$ cat src/rtl/trap_if.sv
// Port bundle between the trap sequencer and its EX / CSR neighbours.
// The slave modport belongs to trap_ctrl; the master side drives requests and CSR read data.
interface trap_if #(
  parameter int XLEN = 32
);
  logic            inst_valid;
  logic [XLEN-1:0] inst_addr;
  logic            ecall;
  logic            ebreak;
  logic            mret;
  logic            busy;
  logic            ext_int;
  logic [XLEN-1:0] r_mstatus;
  logic [XLEN-1:0] r_mepc;
  logic [XLEN-1:0] r_mtvec;
  logic [XLEN-1:0] r_mie;
  logic [XLEN-1:0] r_mcause;
  logic            w_enable;
  logic            w_ctrl_enable;
  logic [XLEN-1:0] w_mstatus;
  logic [XLEN-1:0] w_mepc;
  logic [XLEN-1:0] w_mcause;
  logic            hold;
  logic            flush;
  logic            jump;
  logic [XLEN-1:0] jump_addr;
  logic            int_ack;

  modport slave (
    input  inst_valid, inst_addr, ecall, ebreak, mret, busy, ext_int,
           r_mstatus, r_mepc, r_mtvec, r_mie, r_mcause,
    output w_enable, w_ctrl_enable, w_mstatus, w_mepc, w_mcause,
           hold, flush, jump, jump_addr, int_ack
  );

  modport master (
    output inst_valid, inst_addr, ecall, ebreak, mret, busy, ext_int,
           r_mstatus, r_mepc, r_mtvec, r_mie, r_mcause,
    input  w_enable, w_ctrl_enable, w_mstatus, w_mepc, w_mcause,
           hold, flush, jump, jump_addr, int_ack
  );
endinterface

$ cat src/rtl/trap_ctrl.sv
// Trap/interrupt sequencer: accepts ecall/ebreak/mret/external irq from EX, performs one
// atomic mstatus/mepc/mcause write, then redirects fetch to mtvec or mepc.
//
// state | meaning
// IDLE  | evaluate requests; accept cycle drives flush/hold (and int_ack for irq)
// WRITE | present latched CSR values on the ctrl write path, pipeline held
// JUMP  | redirect fetch to latched target, flush pipeline
module trap_ctrl #(
  parameter int              XLEN         = 32,
  parameter logic [XLEN-1:0] CAUSE_ECALL  = 32'd11,
  parameter logic [XLEN-1:0] CAUSE_EBREAK = 32'd3,
  parameter logic [XLEN-1:0] CAUSE_EXTINT = 32'h8000000B
) (
  input  logic   clk,
  input  logic   rst_n,
  trap_if.slave  bus
);

  typedef enum logic [1:0] {IDLE, WRITE, JUMP} state_t;

  state_t          state_q, state_d;
  logic [XLEN-1:0] mstatus_q, mstatus_d;
  logic [XLEN-1:0] mepc_q, mepc_d;
  logic [XLEN-1:0] mcause_q, mcause_d;
  logic [XLEN-1:0] target_q, target_d;

  logic            irq_ok;
  logic            req;
  logic [XLEN-1:0] trap_mstatus;
  logic [XLEN-1:0] mret_mstatus;

  assign irq_ok = bus.ext_int & bus.r_mstatus[3] & bus.r_mie[11];
  assign req    = bus.inst_valid & ~bus.busy & (bus.mret | bus.ecall | bus.ebreak | irq_ok);

  always_comb begin
    trap_mstatus        = bus.r_mstatus;
    trap_mstatus[7]     = bus.r_mstatus[3];
    trap_mstatus[3]     = 1'b0;
    trap_mstatus[12:11] = 2'b11;
    mret_mstatus        = bus.r_mstatus;
    mret_mstatus[3]     = bus.r_mstatus[7];
    mret_mstatus[7]     = 1'b1;
    mret_mstatus[12:11] = 2'b11;
  end

  always_ff @(posedge clk or negedge rst_n) begin
    if (!rst_n) begin
      state_q   <= IDLE;
      mstatus_q <= '0;
      mepc_q    <= '0;
      mcause_q  <= '0;
      target_q  <= '0;
    end else begin
      state_q   <= state_d;
      mstatus_q <= mstatus_d;
      mepc_q    <= mepc_d;
      mcause_q  <= mcause_d;
      target_q  <= target_d;
    end
  end

  always_comb begin
    state_d           = state_q;
    mstatus_d         = mstatus_q;
    mepc_d            = mepc_q;
    mcause_d          = mcause_q;
    target_d          = target_q;
    bus.w_enable      = 1'b0;
    bus.w_ctrl_enable = 1'b0;
    bus.w_mstatus     = '0;
    bus.w_mepc        = '0;
    bus.w_mcause      = '0;
    bus.hold          = 1'b0;
    bus.flush         = 1'b0;
    bus.jump          = 1'b0;
    bus.jump_addr     = '0;
    bus.int_ack       = 1'b0;

    case (state_q)
      IDLE: begin
        // rst_n gate keeps the combinational accept outputs quiet while reset is held
        if (rst_n && req) begin
          bus.flush = 1'b1;
          bus.hold  = 1'b1;
          state_d   = WRITE;
          if (bus.mret) begin
            mstatus_d = mret_mstatus;
            mepc_d    = bus.r_mepc;
            mcause_d  = bus.r_mcause;
            target_d  = bus.r_mepc;
          end else begin
            mstatus_d = trap_mstatus;
            mepc_d    = bus.inst_addr;
            target_d  = {bus.r_mtvec[XLEN-1:2], 2'b00};
            if (bus.ecall)       mcause_d = CAUSE_ECALL;
            else if (bus.ebreak) mcause_d = CAUSE_EBREAK;
            else begin
              mcause_d    = CAUSE_EXTINT;
              bus.int_ack = 1'b1;
            end
          end
        end
      end
      WRITE: begin
        bus.w_enable      = 1'b1;
        bus.w_ctrl_enable = 1'b1;
        bus.w_mstatus     = mstatus_q;
        bus.w_mepc        = mepc_q;
        bus.w_mcause      = mcause_q;
        bus.hold          = 1'b1;
        state_d           = JUMP;
      end
      JUMP: begin
        bus.jump      = 1'b1;
        bus.jump_addr = target_q;
        bus.flush     = 1'b1;
        state_d       = IDLE;
      end
      default: state_d = IDLE;
    endcase
  end

endmodule
$ cat src/flat_wrapper.sv
// flat-port wrapper written by rule: the top's interface ports become plain ports
module trap_ctrl_flat 
#(
  parameter int              XLEN         = 32,
  parameter logic [XLEN-1:0] CAUSE_ECALL  = 32'd11,
  parameter logic [XLEN-1:0] CAUSE_EBREAK = 32'd3,
  parameter logic [XLEN-1:0] CAUSE_EXTINT = 32'h8000000B
)
  (clk, rst_n, bus_inst_valid, bus_inst_addr, bus_ecall, bus_ebreak, bus_mret, bus_busy, bus_ext_int, bus_r_mstatus, bus_r_mepc, bus_r_mtvec, bus_r_mie, bus_r_mcause, bus_w_enable, bus_w_ctrl_enable, bus_w_mstatus, bus_w_mepc, bus_w_mcause, bus_hold, bus_flush, bus_jump, bus_jump_addr, bus_int_ack);
  trap_if #(.XLEN(XLEN)) bus_i ();
  input  logic clk;
  input  logic rst_n;
  input wire logic [$bits(bus_i.inst_valid)-1:0] bus_inst_valid;
  input wire logic [$bits(bus_i.inst_addr)-1:0] bus_inst_addr;
  input wire logic [$bits(bus_i.ecall)-1:0] bus_ecall;
  input wire logic [$bits(bus_i.ebreak)-1:0] bus_ebreak;
  input wire logic [$bits(bus_i.mret)-1:0] bus_mret;
  input wire logic [$bits(bus_i.busy)-1:0] bus_busy;
  input wire logic [$bits(bus_i.ext_int)-1:0] bus_ext_int;
  input wire logic [$bits(bus_i.r_mstatus)-1:0] bus_r_mstatus;
  input wire logic [$bits(bus_i.r_mepc)-1:0] bus_r_mepc;
  input wire logic [$bits(bus_i.r_mtvec)-1:0] bus_r_mtvec;
  input wire logic [$bits(bus_i.r_mie)-1:0] bus_r_mie;
  input wire logic [$bits(bus_i.r_mcause)-1:0] bus_r_mcause;
  output wire logic [$bits(bus_i.w_enable)-1:0] bus_w_enable;
  output wire logic [$bits(bus_i.w_ctrl_enable)-1:0] bus_w_ctrl_enable;
  output wire logic [$bits(bus_i.w_mstatus)-1:0] bus_w_mstatus;
  output wire logic [$bits(bus_i.w_mepc)-1:0] bus_w_mepc;
  output wire logic [$bits(bus_i.w_mcause)-1:0] bus_w_mcause;
  output wire logic [$bits(bus_i.hold)-1:0] bus_hold;
  output wire logic [$bits(bus_i.flush)-1:0] bus_flush;
  output wire logic [$bits(bus_i.jump)-1:0] bus_jump;
  output wire logic [$bits(bus_i.jump_addr)-1:0] bus_jump_addr;
  output wire logic [$bits(bus_i.int_ack)-1:0] bus_int_ack;
  assign bus_i.inst_valid = bus_inst_valid;
  assign bus_i.inst_addr = bus_inst_addr;
  assign bus_i.ecall = bus_ecall;
  assign bus_i.ebreak = bus_ebreak;
  assign bus_i.mret = bus_mret;
  assign bus_i.busy = bus_busy;
  assign bus_i.ext_int = bus_ext_int;
  assign bus_i.r_mstatus = bus_r_mstatus;
  assign bus_i.r_mepc = bus_r_mepc;
  assign bus_i.r_mtvec = bus_r_mtvec;
  assign bus_i.r_mie = bus_r_mie;
  assign bus_i.r_mcause = bus_r_mcause;
  assign bus_w_enable = bus_i.w_enable;
  assign bus_w_ctrl_enable = bus_i.w_ctrl_enable;
  assign bus_w_mstatus = bus_i.w_mstatus;
  assign bus_w_mepc = bus_i.w_mepc;
  assign bus_w_mcause = bus_i.w_mcause;
  assign bus_hold = bus_i.hold;
  assign bus_flush = bus_i.flush;
  assign bus_jump = bus_i.jump;
  assign bus_jump_addr = bus_i.jump_addr;
  assign bus_int_ack = bus_i.int_ack;
  trap_ctrl #(.XLEN(XLEN), .CAUSE_ECALL(CAUSE_ECALL), .CAUSE_EBREAK(CAUSE_EBREAK), .CAUSE_EXTINT(CAUSE_EXTINT)) u_core (.clk(clk), .rst_n(rst_n), .bus(bus_i));
endmodule
$ cat config.mk
export PLATFORM = sky130hd
export DESIGN_NAME = trap_ctrl_flat
export DESIGN_NICKNAME = d
export VERILOG_FILES = /design/src/rtl/trap_if.sv /design/src/rtl/trap_ctrl.sv /design/src/flat_wrapper.sv
export SDC_FILE = /design/constraint.sdc
export NUM_CORES = 1
export LEC_CHECK = 0
export BUFFER_PORTS_ARGS = -buffer_cell sky130_fd_sc_hd__buf_2
export CAP_MARGIN = 20
export CORE_AREA = 2 2 130 132
export CTS_CLUSTER_DIAMETER = 150
export CTS_CLUSTER_SIZE = 20
export DETAILED_ROUTE_END_ITERATION = 8
export DIE_AREA = 0 0 132 134
export GPL_TIMING_DRIVEN = 0
export PLACE_DENSITY_LB_ADDON = 0.25
export RECOVER_POWER = 50
export SLEW_MARGIN = 40
export SYNTH_ARGS = -nofsm -noshare
export SYNTH_HDL_FRONTEND = slang
export SYNTH_SLANG_ARGS = --single-unit
$ cat constraint.sdc
create_clock -name clk -period 3.35 [get_ports clk]
set_input_delay 0.335 -clock clk [delete_from_list [all_inputs] [get_ports clk]]
set_output_delay 0.335 -clock clk [all_outputs]
set_load 0.05 [all_outputs]
Yosys cells after proc, flatten, opt, wreduce, memory -nomap -nowiden
Cells that the tools add are included.

Equality and inequality tests: 3. Muxes and demuxes: 22. Bitwise gates (word level): 8. Reductions and logical operators: 3.

Operators by type and width (count): two-way mux 32 bit (9); two-way mux 1 bit (8); two-way mux 8 bit (1); bitwise AND 1 bit (4); one-hot mux 1 bit (2 select lines) (2); one-hot mux 2 bit (2 select lines) (1); bitwise OR 1 bit (3); equality test 2 x 1 -> 1 bit, second input constant (1); equality test 2 bit, second input constant (1); zero test 2 bit (1); two-way mux 2 bit (1); inequality test 2 x 1 -> 1 bit, second input constant (1); AND reduction 2 bit (1); logical AND 1 bit (1); NOT 1 bit (1).

Register bits: 130. Bits of input ports: 200. Output and inout port bits: 134. Logic and storage cells: 41.

Logic depth before layout (Yosys ltp)
Depth after elaboration: 7. Depth in mapped cells: 5. Mapped depth without buffers: 3.

Worst setup path before layout
Ideal clock, no wire load.

Path type: input port to output port. Start: input bus_r_mie[11]. End: output bus_int_ack. Arrival time: 2458 ps. Required time: 3015 ps. Path slack: 557 ps. Cell stages on the path: 3. Buffers on the path: 0. Cell sequence: nand3_1 -> a211o_1 -> nor4b_1.

Longest elaborated chain between the ends: 6.

RTL lines: from (decl) (line flat_wrapper.sv:23) `input wire logic [$bits(bus_i.r_mie)-1:0] bus_r_mie;`; bitwise AND 1 bit (line trap_ctrl.sv:32) `assign irq_ok = bus.ext_int & bus.r_mstatus[3] & bus.r_mie[11];`; bitwise OR 1 bit (line trap_ctrl.sv:33) `assign req = bus.inst_valid & ~bus.busy & (bus.mret | bus.ecall | bus.ebreak | irq_ok);`; bitwise AND 1 bit (line trap_ctrl.sv:33); logical AND 1 bit (line trap_ctrl.sv:82) `if (rst_n && req) begin`; two-way mux 1 bit (line trap_ctrl.sv:82); two-way mux 1 bit (line trap_ctrl.sv:79) `case (state_q)`; to (decl) (line flat_wrapper.sv:34) `output wire logic [$bits(bus_i.int_ack)-1:0] bus_int_ack;`.

Every way passes these cells.

Worst setup path after layout
Start: input rst_n. End: output bus_int_ack.

Longest elaborated chain between the ends: 3.

RTL lines: from (decl) (line flat_wrapper.sv:12) `input logic rst_n;`; logical AND 1 bit (line trap_ctrl.sv:82); two-way mux 1 bit (line trap_ctrl.sv:82); two-way mux 1 bit (line trap_ctrl.sv:79).

Every way passes these cells.

==> impl_metrics.env <==
export IMPL_run_status="complete, no violations"
export IMPL_portBuffers=298
export IMPL_dieArea_sq_mm=0.01769
export IMPL_final_cell_area_sq_mm=0.009082
export IMPL_drive_gt1_share_pct=29.77
export IMPL_crit_required_ns=3.01
export IMPL_syn_area_sq_mm=0.006705
export IMPL_finalCritPeriodShare_pct=91.82
export IMPL_cap_violations=0
export IMPL_finalSetupViolCount=0
export IMPL_synthCells=679
export IMPL_place_area_sq_mm=0.008509
export IMPL_r2r_start="u_core.state_q[0]"
export IMPL_arrival_ns=2.74
export IMPL_grt_pass1_wl_um=31260
export IMPL_vias=5935
export IMPL_crit_path_end_kind="primary output"
export IMPL_ys_seq_area_share_pct=48.14
export IMPL_post_route_util_pct=55.76
export IMPL_power_density_mw_per_mm2=554.3
export IMPL_place_congestion=0.8544
export IMPL_wl_per_cell_um=16.33
export IMPL_via_per_inst=4.813
export IMPL_dp_hpwl_um=15090
export IMPL_r2r_end="u_core.mcause_q[9]"
export IMPL_clock_fmax_mhz=325.1
export IMPL_cts_made_buffers=17
export IMPL_final_common_cell="buf_2"
export IMPL_setup_tns_final_ns=0
export IMPL_timing_final_ws_setup_ns=0.2740
export IMPL_drt_first_pass_iters=5
export IMPL_critPathKind="input port to primary output"
export IMPL_synth_avg_cell_area_sq_um=9.875
export IMPL_syn2layout_area_growth_pct=35.45
export IMPL_path_max_fanout=72
export IMPL_ys_ff_latch=129
export IMPL_hp_class="input port to register"
export IMPL_irDropWorstVdd_uv=330.8
export IMPL_relSlewSlack_pct=55.79
export IMPL_fin_nets=1198
export IMPL_cts_sinks=129
export IMPL_max_slew_worst_pin_slew_ns=0.6632
export IMPL_fin_skew_ns=0.007602
export IMPL_start_util_pct=41.16
export IMPL_pin_count=334
export IMPL_power_mw=5.034
export IMPL_place_ws_ns=0.6437
export IMPL_htreeDepth=4
export IMPL_cts_tree="built"
export IMPL_drtIter0Drc=246
export IMPL_crit_path_end="bus_int_ack"
export IMPL_clkLatencyLatePin_ns=0.41
export IMPL_rows=47
export IMPL_ff2ff_path_depth=5
export IMPL_yosys_top_cells_area="dfrtp_1 48%, mux2_1 14%, and3_1 8.8%"
export IMPL_layout_common_cells="242 x buf_2, 129 x dfrtp_1, 96 x inv_1"
export IMPL_drc=0
export IMPL_clock_path_buffers=2
export IMPL_clkSlewWorstSetupHoldPaths_ns=0.06
export IMPL_grt_max_degree=73
export IMPL_core_area_sq_mm=0.01629
export IMPL_grt_pass1_vias=6053
export IMPL_rsz0062_at_grt="false"
export IMPL_final_min_clock_period_ns=3.076
export IMPL_rrSetupSlack_ns=1.04
export IMPL_antenna_found_initial=2
export IMPL_yosysWarnings=0
export IMPL_root_buffer="clkbuf_16"
export IMPL_syn_num_nets=879
export IMPL_synth_largest_area_cell="dfrtp_1"
export IMPL_leakagePower_nw=4.943
export IMPL_report_final_hold_viol_count=0
export IMPL_cp_startpoint="rst_n"
export IMPL_worst_setup_path_start_kind="input port"
export IMPL_die_x_um=132
export IMPL_grtUsageTotal_pct=22.73
export IMPL_dieHeight_um=134
export IMPL_drv_slew=0
export IMPL_routed_wl_um=20140
export IMPL_postRouteAntennaNets=0
export IMPL_yosysUniqueCellTypes=26
export IMPL_synth_top_area_share_pct=48.14
export IMPL_grt_overflow_total=0
-- critical path, cell delays in order --
cell and delay (ns):
dlygate4sd3_1 0.58, buf_12 0.30, buf_16 0.35, nand2_1 0.18
a211o_1 0.33, nor4b_1 0.26, buf_2 0.32
-- through the flow --
stage	hold slack (ns)	cells
after floorplan	0.03941	679
after global placement	0.4453	1197
after detailed placement	0.3031	1198
after CTS	0.1159	1231
after global routing	0.1300	1233
final	0.1349	1233
-- report_power, final --
| group | leakage [nW] | switching (mW) | internal, mW | total (mW) |
|---|---|---|---|---|
| Combinational | 3.08 | 0.601 | 0.389 | 0.990 |
| Sequential | 1.57 | 0.146 | 1.94 | 2.08 |
| Clock | 0.299 | 0.697 | 1.26 | 1.96 |
| Total | 4.94 | 1.44 | 3.59 | 5.03 |
-- routing by layer --
| layer | GRT usage (%) | vias up | share of wire [%] |
|---|---|---|---|
| met5 | 0 | - | 0 |
| met1 | 29.04 | 2796 | 43 |
| li1 | - | 2888 | - |
| met4 | 10.75 | 0 | 2.9 |
| met2 | 37.12 | 212 | 48 |
| met3 | 4.762 | 39 | 6.0 |
-- cells in the mapped netlist (all sizes together) --
master	instances
dfrtp	129
inv	96
and3	94
mux2	93
nand2	63
o21ai	63
clkbuf	37
nor3	34
mux2i	33
buf	20
nor2	4
a21oi	3
nand2b	2
or2	2
a2111oi	1
a211o	1
clkinv	1
nand3	1
nor2b	1
nor4b	1
-- final cells by class --
cell class	instances	area, sq um
plain buffers	57	305.3
well taps	220	275.3
clock buffers	19	442.9
diodes	2	5.005
flip-flops and latches	129	3228
repair buffers	300	1474
inverters	97	364.1
multi-input cells	396	2804
fillers	1563	7207
clock inverters	13	183.9
-- sequential cells by signal, indices dropped and copies added (netlist names) --
register	cells
u_core.mcause_q	32
u_core.mepc_q	32
u_core.mstatus_q	31
u_core.state_q	2
u_core.target_q	32
-- worst min-delay path by stage --
stage,from,to,slack [ns],depth (start not counted)
floorplan,rst_n,u_core.mcause_q[0],0.04,0
CTS,bus_r_mstatus[25],u_core.mstatus_q[25],0.12,2
detailed placement,rst_n,u_core.mepc_q[19],0.30,1
global placement,u_core.mstatus_q[12],u_core.mstatus_q[12],0.45,1
global route,bus_r_mstatus[15],u_core.mstatus_q[15],0.13,2
finish,bus_r_mstatus[25],u_core.mstatus_q[25],0.13,2
-- logic make-up (layout without fill, tap and decap cells) --
| logic type | after synthesis | count (layout) | synth area share, % |
|---|---|---|---|
| AOI/OAI and AO/OA | 68 | 68 | 5.467 |
| DFF | 129 | 129 | 48.14 |
| buffers and inverters | 154 | 486 | 10.04 |
| other | 0 | 2 | 0 |
| and+or+nand+nor | 202 | 202 | 15.81 |
| muxes | 126 | 126 | 20.55 |
-- what timing repair did --
item	CTS	global route
setup buffers	0	0
gates resized for setup	0	1
setup endpoints to repair	0	1
hold endpoints to repair	58	0
hold buffers	1	0
Note: power is estimated with default switching activity, not from simulation.
